===== src/rtl/id_stage_p.sv =====
// Decode stage: control decode, register file with half-word writeback and bypass, one output register.
// Latency 1 cycle from accept to out_valid.
// Backpressure: in_ready drops while out_ready is low with out_valid set, on a load-use hazard, or during flush.
module id_stage_p #(
    parameter int DATA_W   = 32,
    parameter int NUM_REGS = 16,
    parameter int LINK_REG = 15
) (
    input  logic              clk,
    input  logic              rst_n,
    input  logic              in_valid,
    output logic              in_ready,
    input  logic [31:0]       instr,
    input  logic [31:0]       pc_plus_4,
    input  logic              interrupt,
    input  logic              wr,
    input  logic [3:0]        wr_dst,
    input  logic [DATA_W-1:0] wr_data,
    input  logic              wr_hi,
    input  logic              wr_lo,
    input  logic              flush,
    output logic              out_valid,
    input  logic              out_ready,
    output logic [4:0]        out_opcode,
    output logic [3:0]        out_rs1,
    output logic [3:0]        out_rs2,
    output logic [3:0]        out_rd,
    output logic [DATA_W-1:0] out_rd1,
    output logic [DATA_W-1:0] out_rd2,
    output logic [DATA_W-1:0] out_imm,
    output logic [31:0]       out_pc_plus_4,
    output logic              out_interrupt,
    output logic [9:0]        out_ctrl,
    output logic [31:0]       branch_pc,
    output logic              branch_sel,
    output logic [15:0]       stall_count
);
    localparam int         HALF     = DATA_W / 2;
    localparam logic [4:0] NREGS5   = 5'(NUM_REGS);
    localparam logic [3:0] LINK_IDX = 4'(LINK_REG);
    localparam logic [4:0] OP_RET   = 5'b11010;

    typedef struct packed {
        logic       cmp;
        logic       returni;
        logic       mem_addr_sel;
        logic [1:0] sp_sel;
        logic       mem_wr;
        logic       mem_rd;
        logic       wb_sel;
        logic       reg_wr;
        logic       call;
    } ctrl_t;

    typedef struct packed {
        ctrl_t      ctrl;
        logic [1:0] imm_sel;
        logic [1:0] reg_dst_sel;
        logic       branch_sel;
        logic       branch_type;
    } dec_t;

    logic [4:0]        opcode;
    logic [3:0]        rs1, rs2, rd_field, rd1_idx, rd_d;
    dec_t              dec;
    ctrl_t             ctrl_q;
    logic [DATA_W-1:0] regs [NUM_REGS];
    logic [DATA_W-1:0] rd1_d, rd2_d, imm_d;
    logic [31:0]       imm32;
    logic              hazard, accept;

    assign opcode   = instr[31:27];
    assign rs1      = instr[26:23];
    assign rs2      = instr[22:19];
    assign rd_field = instr[18:15];
    assign rd1_idx  = (opcode == OP_RET) ? LINK_IDX : rs1;
    assign out_ctrl = ctrl_q;

    always_comb begin
        dec = '0;
        casez (opcode)
            5'b00000: ;
            5'b00???: begin dec.ctrl.reg_wr = 1'b1; dec.reg_dst_sel = 2'b10; end
            5'b01???: begin dec.ctrl.reg_wr = 1'b1; dec.reg_dst_sel = 2'b01; end
            5'b10000: begin
                dec.ctrl.mem_rd = 1'b1; dec.ctrl.wb_sel = 1'b1; dec.ctrl.reg_wr = 1'b1;
                dec.reg_dst_sel = 2'b10;
            end
            5'b10001: dec.ctrl.mem_wr = 1'b1;
            5'b10010: dec.ctrl.cmp = 1'b1;
            5'b10011: begin
                dec.ctrl.mem_wr = 1'b1; dec.ctrl.sp_sel = 2'b01; dec.ctrl.mem_addr_sel = 1'b1;
            end
            5'b10100: begin
                dec.ctrl.mem_rd = 1'b1; dec.ctrl.wb_sel = 1'b1; dec.ctrl.reg_wr = 1'b1;
                dec.ctrl.sp_sel = 2'b10; dec.ctrl.mem_addr_sel = 1'b1;
            end
            5'b11000: begin dec.branch_sel = 1'b1; dec.imm_sel = 2'b10; end
            5'b11001: begin dec.branch_sel = 1'b1; dec.branch_type = 1'b1; dec.imm_sel = 2'b01; end
            5'b11010: dec.ctrl.returni = 1'b1;
            5'b11011: begin
                dec.ctrl.call = 1'b1; dec.branch_sel = 1'b1; dec.branch_type = 1'b1;
                dec.imm_sel = 2'b10;
            end
            default: ;
        endcase
    end

    // A single-half write keeps the other half of the register intact.
    function automatic logic [DATA_W-1:0] merge_wr(input logic [DATA_W-1:0] old_val,
                                                   input logic [DATA_W-1:0] new_val,
                                                   input logic hi, input logic lo);
        if (hi && !lo)
            return {new_val[DATA_W-1:HALF], old_val[HALF-1:0]};
        else if (lo && !hi)
            return {old_val[DATA_W-1:HALF], new_val[HALF-1:0]};
        else
            return new_val;
    endfunction

    always_comb begin
        rd1_d = '0;
        rd2_d = '0;
        if ({1'b0, rd1_idx} < NREGS5)
            rd1_d = (wr && wr_dst == rd1_idx) ? merge_wr(regs[rd1_idx], wr_data, wr_hi, wr_lo)
                                              : regs[rd1_idx];
        if ({1'b0, rs2} < NREGS5)
            rd2_d = (wr && wr_dst == rs2) ? merge_wr(regs[rs2], wr_data, wr_hi, wr_lo)
                                          : regs[rs2];
    end

    always_comb begin
        case (dec.imm_sel)
            2'b00:   begin imm_d = DATA_W'($signed(instr[15:0])); imm32 = 32'($signed(instr[15:0])); end
            2'b01:   begin imm_d = DATA_W'($signed(instr[18:0])); imm32 = 32'($signed(instr[18:0])); end
            default: begin imm_d = DATA_W'($signed(instr[26:0])); imm32 = 32'($signed(instr[26:0])); end
        endcase
        case (dec.reg_dst_sel)
            2'b00:   rd_d = rs1;
            2'b01:   rd_d = rs2;
            default: rd_d = rd_field;
        endcase
    end

    assign hazard     = out_valid && ctrl_q.mem_rd && ctrl_q.reg_wr && (out_rd == rs1 || out_rd == rs2);
    assign in_ready   = !flush && !hazard && (!out_valid || out_ready);
    assign accept     = in_valid && in_ready;
    assign branch_pc  = imm32 + (dec.branch_type ? pc_plus_4 : 32'd0);
    assign branch_sel = accept && dec.branch_sel;

    always_ff @(posedge clk or negedge rst_n) begin
        if (!rst_n) begin
            for (int i = 0; i < NUM_REGS; i++) regs[i] <= '0;
        end else if (wr && {1'b0, wr_dst} < NREGS5) begin
            regs[wr_dst] <= merge_wr(regs[wr_dst], wr_data, wr_hi, wr_lo);
        end
    end

    always_ff @(posedge clk or negedge rst_n) begin
        if (!rst_n) begin
            out_valid     <= 1'b0;
            out_opcode    <= '0;
            out_rs1       <= '0;
            out_rs2       <= '0;
            out_rd        <= '0;
            out_rd1       <= '0;
            out_rd2       <= '0;
            out_imm       <= '0;
            out_pc_plus_4 <= '0;
            out_interrupt <= 1'b0;
            ctrl_q        <= '0;
        end else if (flush) begin
            out_valid <= 1'b0;
        end else if (accept) begin
            out_valid     <= 1'b1;
            out_opcode    <= opcode;
            out_rs1       <= rs1;
            out_rs2       <= rs2;
            out_rd        <= rd_d;
            out_rd1       <= rd1_d;
            out_rd2       <= rd2_d;
            out_imm       <= imm_d;
            out_pc_plus_4 <= pc_plus_4;
            out_interrupt <= interrupt;
            ctrl_q        <= dec.ctrl;
        end else if (out_ready) begin
            out_valid <= 1'b0;
        end
    end

    always_ff @(posedge clk or negedge rst_n) begin
        if (!rst_n)
            stall_count <= '0;
        else if (in_valid && hazard && !flush && stall_count != 16'hFFFF)
            stall_count <= stall_count + 16'd1;
    end
endmodule


===== config.mk =====
export PLATFORM = sky130hd
export DESIGN_NAME = id_stage_p
export DESIGN_NICKNAME = d
export VERILOG_FILES = /design/src/rtl/id_stage_p.sv
export SDC_FILE = /design/constraint.sdc
export NUM_CORES = 2
export LEC_CHECK = 0
export CAP_MARGIN = 20
export CORE_UTILIZATION = 30
export DETAILED_ROUTE_END_ITERATION = 6
export PLACE_DENSITY = 0.59
export SLEW_MARGIN = 20
export SYNTH_ARGS = -nofsm -noshare
export SYNTH_HDL_FRONTEND = slang
export SYNTH_SLANG_ARGS = --single-unit
export TNS_END_PERCENT = 1

===== constraint.sdc =====
create_clock -name clk -period 3.7 [get_ports clk]
set_clock_uncertainty 0.1 [all_clocks]
set_input_delay 0.37 -clock clk [delete_from_list [all_inputs] [get_ports clk]]
set_output_delay 0.37 -clock clk [all_outputs]
set_load 0.01 [all_outputs]

==> results.yml <==
run_status:
  status: "finished, final reports clean"
drt:
  drtAntennaViolNets: 0
  vias: 33800
  drtIter0Drc: 3314
  wl_per_cell_um: 23.8
  drc: 0
  wl_um: 145000
  dr.pass1.iters: 5
  via_per_inst: 5.53
logic_synthesis:
  synth_nets: 4098
  synth_cell_types: 70
  synth_enable_flop_cells: 0
  synth_seq_cells: 679
  avgSynthCellArea_um2: 10.2
  yosysWarnings: 0
  synth-async-reset-ratio_pct: 100
  syn_area_mm2: 0.0404
  synthCells: 3956
  yosysSeqAreaShare_pct: 42.1
  synthFlopType: "dfrtp_1"
flow_run:
  maxCapViolations: 0
setup_path:
  arrival_ns: 3.17
  cp_slowest_cell: "ha_4"
  required_ns: 3.23
  start_kind: "primary input"
  path_max_fanout: 6
  crit_path_end_kind: "output port"
  crit_type: "primary input to output port"
  critPathMaxStageDelay_ns: 0.30
  path_cells: "buf_2 -> and3b_2 -> and2_4 -> buf_4 -> a31o_4 -> a21o_1 -> ha_4 -> nand2_2 -> nor3_4 -> and3_4 -> o31a_1 -> o21ai_1 -> buf_4 -> o211ai_1 -> buf_2"
timing:
  rsz0062_at_grt: "true"
  fin_crit_ns: 3.64
  timing.hold.ws_ns: 0.0167
  worst_pin_slew_ns: 0.882
  fmax_mhz: 275
  finalCritPeriodShare_pct: 98.3
  setup_viol: 0
  drv_slew: 0
  max_slew_margin_pct: 41.2
  hold_violations: 0
place:
  placed_cell_area_mm2: 0.0470
  post-place-cells: 5964
  hpwl_um: 92800
  portBuffers: 315
  routabilityCongestion: 0.882
power_and_ir_drop:
  peakVddDrop_mv: 0.362
  power_leakage_nw: 20.7
  p_per_area_mw_per_mm2: 525
cells_and_area:
  area_delta_synth_final_pct: 23.7
  drive_gt1_share_pct: 20.7
  layout_common_cells: "686 x nand2_1, 679 x dfrtp_1, 390 x nor2_1"
  final_area_mm2: 0.0500
  fin_cells: 6107
  layout.nets: 4423
  final_common_cell: "nand2_1"
grt:
  overflow: 0
  track_usage_pct: 20.9
  grt_pass1_wl_um: 216000
  antenna_found_initial: 11
  first_global_vias: 32900
  grt_max_degree: 125
clock_tree:
  cts.clk_slew.worst_paths_ns: 0.06
  cts_buffer_depth: 3
  cts_tree: "built"
  cts_root_buf: "clkbuf_16"
  numCtsBuffers: 73
  clock_latency_ns: 0.67
  ctsHtreeMaxLevel: 3
  clkSinkCount: 679
floorplanning:
  start_util_pct: 30.3
  core_area_mm2: 0.133
  die_height_um: 369
  die_x_um: 369
  rows: 134
  dieArea_mm2: 0.136
  io_pins: 316
worst_hold_path:
  holdCritPathClass: "primary input to flop"
cell usage after synthesis, types with 6 or more instances:
cell type	instances	share of area, %
mux2i_4	25	1.4
a22oi_1	12	0.22
buf_6	7	0.20
a211oi_1	50	0.93
a2bb2oi_1	23	0.50
o211ai_1	18	0.33
nand2_1	690	6.4
o21ai_1	14	0.17
nand4_1	8	0.12
o221ai_1	18	0.39
o21ai_0	247	3.1
inv_1	21	0.20
a31oi_1	29	0.45
a22o_1	8	0.17
and3_1	40	0.62
mux2i_1	141	3.5
a32o_1	8	0.20
nor3_1	13	0.16
mux2_2	13	0.36
mux2i_2	6	0.20
nor4_1	6	0.093
a21o_1	46	0.86
nor2b_1	55	0.85
xnor2_1	30	0.65
ha_1	32	0.99
buf_4	43	0.80
buf_1	38	0.35
xor2_1	26	0.56
nand3b_1	14	0.26
nor2_1	402	3.7
nand3_1	70	0.87
mux4_2	320	18
dfrtp_1	679	42
nand2b_1	12	0.19
clkbuf_1	209	1.9
a21oi_1	386	4.8
buf_2	72	0.89
a311oi_1	71	1.5
metal layers:
metal / part of all wire [%] / GRT usage (%) / vias to the layer above
met4: 4.5 / 9.43 / 20
met2: 47 / 34.4 / 1585
met1: 40 / 26.6 / 16800
met3: 8.2 / 4.12 / 354
li1: - / - / 15000
met5: 0.090 / 0 / -
registers in the layout, indices dropped and copies added, names as in the netlist:
name,cells
out_rs1,4
out_pc_plus_4,32
out_imm,27
out_ctrl,9
regs,512
out_interrupt,1
out_valid,1
out_rs2,4
out_opcode,5
out_rd1,32
out_rd2,32
stall_count,16
out_rd,4
metrics by stage:
step / power, mW / setup TNS [ns] / setup WS (ns) / utilization [%]
after global placement: 18.1 / -16.22 / -0.878 / 35.2
after floorplan: 15.3 / -0.0191 / -0.0191 / -
final: 26.2 / 0 / 0.0628 / 37.4
after global routing: 27.5 / -0.255 / -0.0784 / 37.4
after CTS: 26.3 / -0.513 / -0.106 / 37.2
after detailed placement: 18.3 / -17.41 / -0.915 / 35.2
where the power goes:
group,internal [mW],switching [mW]
sequential,9.14,1.64
clock,4.68,3.28
combinational,3.95,3.52
layout make-up:
| type | count | area, um^2 |
|---|---|---|
| antenna | 1 | 2.50 |
| fill | 13100 | 83500 |
| clock inverter | 27 | 389 |
| sequential | 679 | 17000 |
| tap | 1768 | 2210 |
| inverter | 21 | 78.8 |
| multi-input combinational | 2886 | 22200 |
| clock buffer | 105 | 2180 |
| timing repair buffer | 620 | 5930 |
path summary, 6_finish.rpt:
check / end / start / slack [ns] / depth (start not counted)
setup / recovery: branch_pc[31] / instr[30] / 0.06 / 15
hold / removal: out_opcode[2]$_DFFE_PN0P_ / instr[29] / 0.02 / 4
setup reg to reg: out_rd1[25]$_DFFE_PN0P_ / out_rd[1]$_DFFE_PN0P_ / 0.84 / 8
hold reg to reg: out_ctrl[0]$_DFFE_PN0P_ / out_ctrl[0]$_DFFE_PN0P_ / 0.37 / 2
max in group asynchronous: regs[402]$_DFFE_PN0P_ / rst_n / 2.13 / 3
min in group asynchronous: regs[453]$_DFFE_PN0P_ / rst_n / 0.16 / 2
critical path: cells and delay by family:
kind	cells	cell delay, ns
adder cells (fa/ha/maj)	1	0.30
AO/OA/AOI/OAI	5	0.90
buffers and inverters	4	0.61
AND/OR/NAND/NOR	5	0.99
what timing repair did:
action | in CTS | in global routing
hold buffers | 1 | 1
pin swaps | 15 | 27
resized for setup | 101 | 58
buffers inserted | 1 | 7
hold endpoints to repair | 50 | 1
endpoints found under the setup margin | 27 | 24
cell families after synthesis:
logic type	count (synthesis)	synth area share, %
xor+xnor	56	1.21
mux	505	23.3
fa+ha+maj	33	1.04
buf+inv	391	4.39
simple gates	1326	13.6
flops	679	42.1
compound gates	966	14.4
No activity file was read; power rests on OpenSTA's default activity.
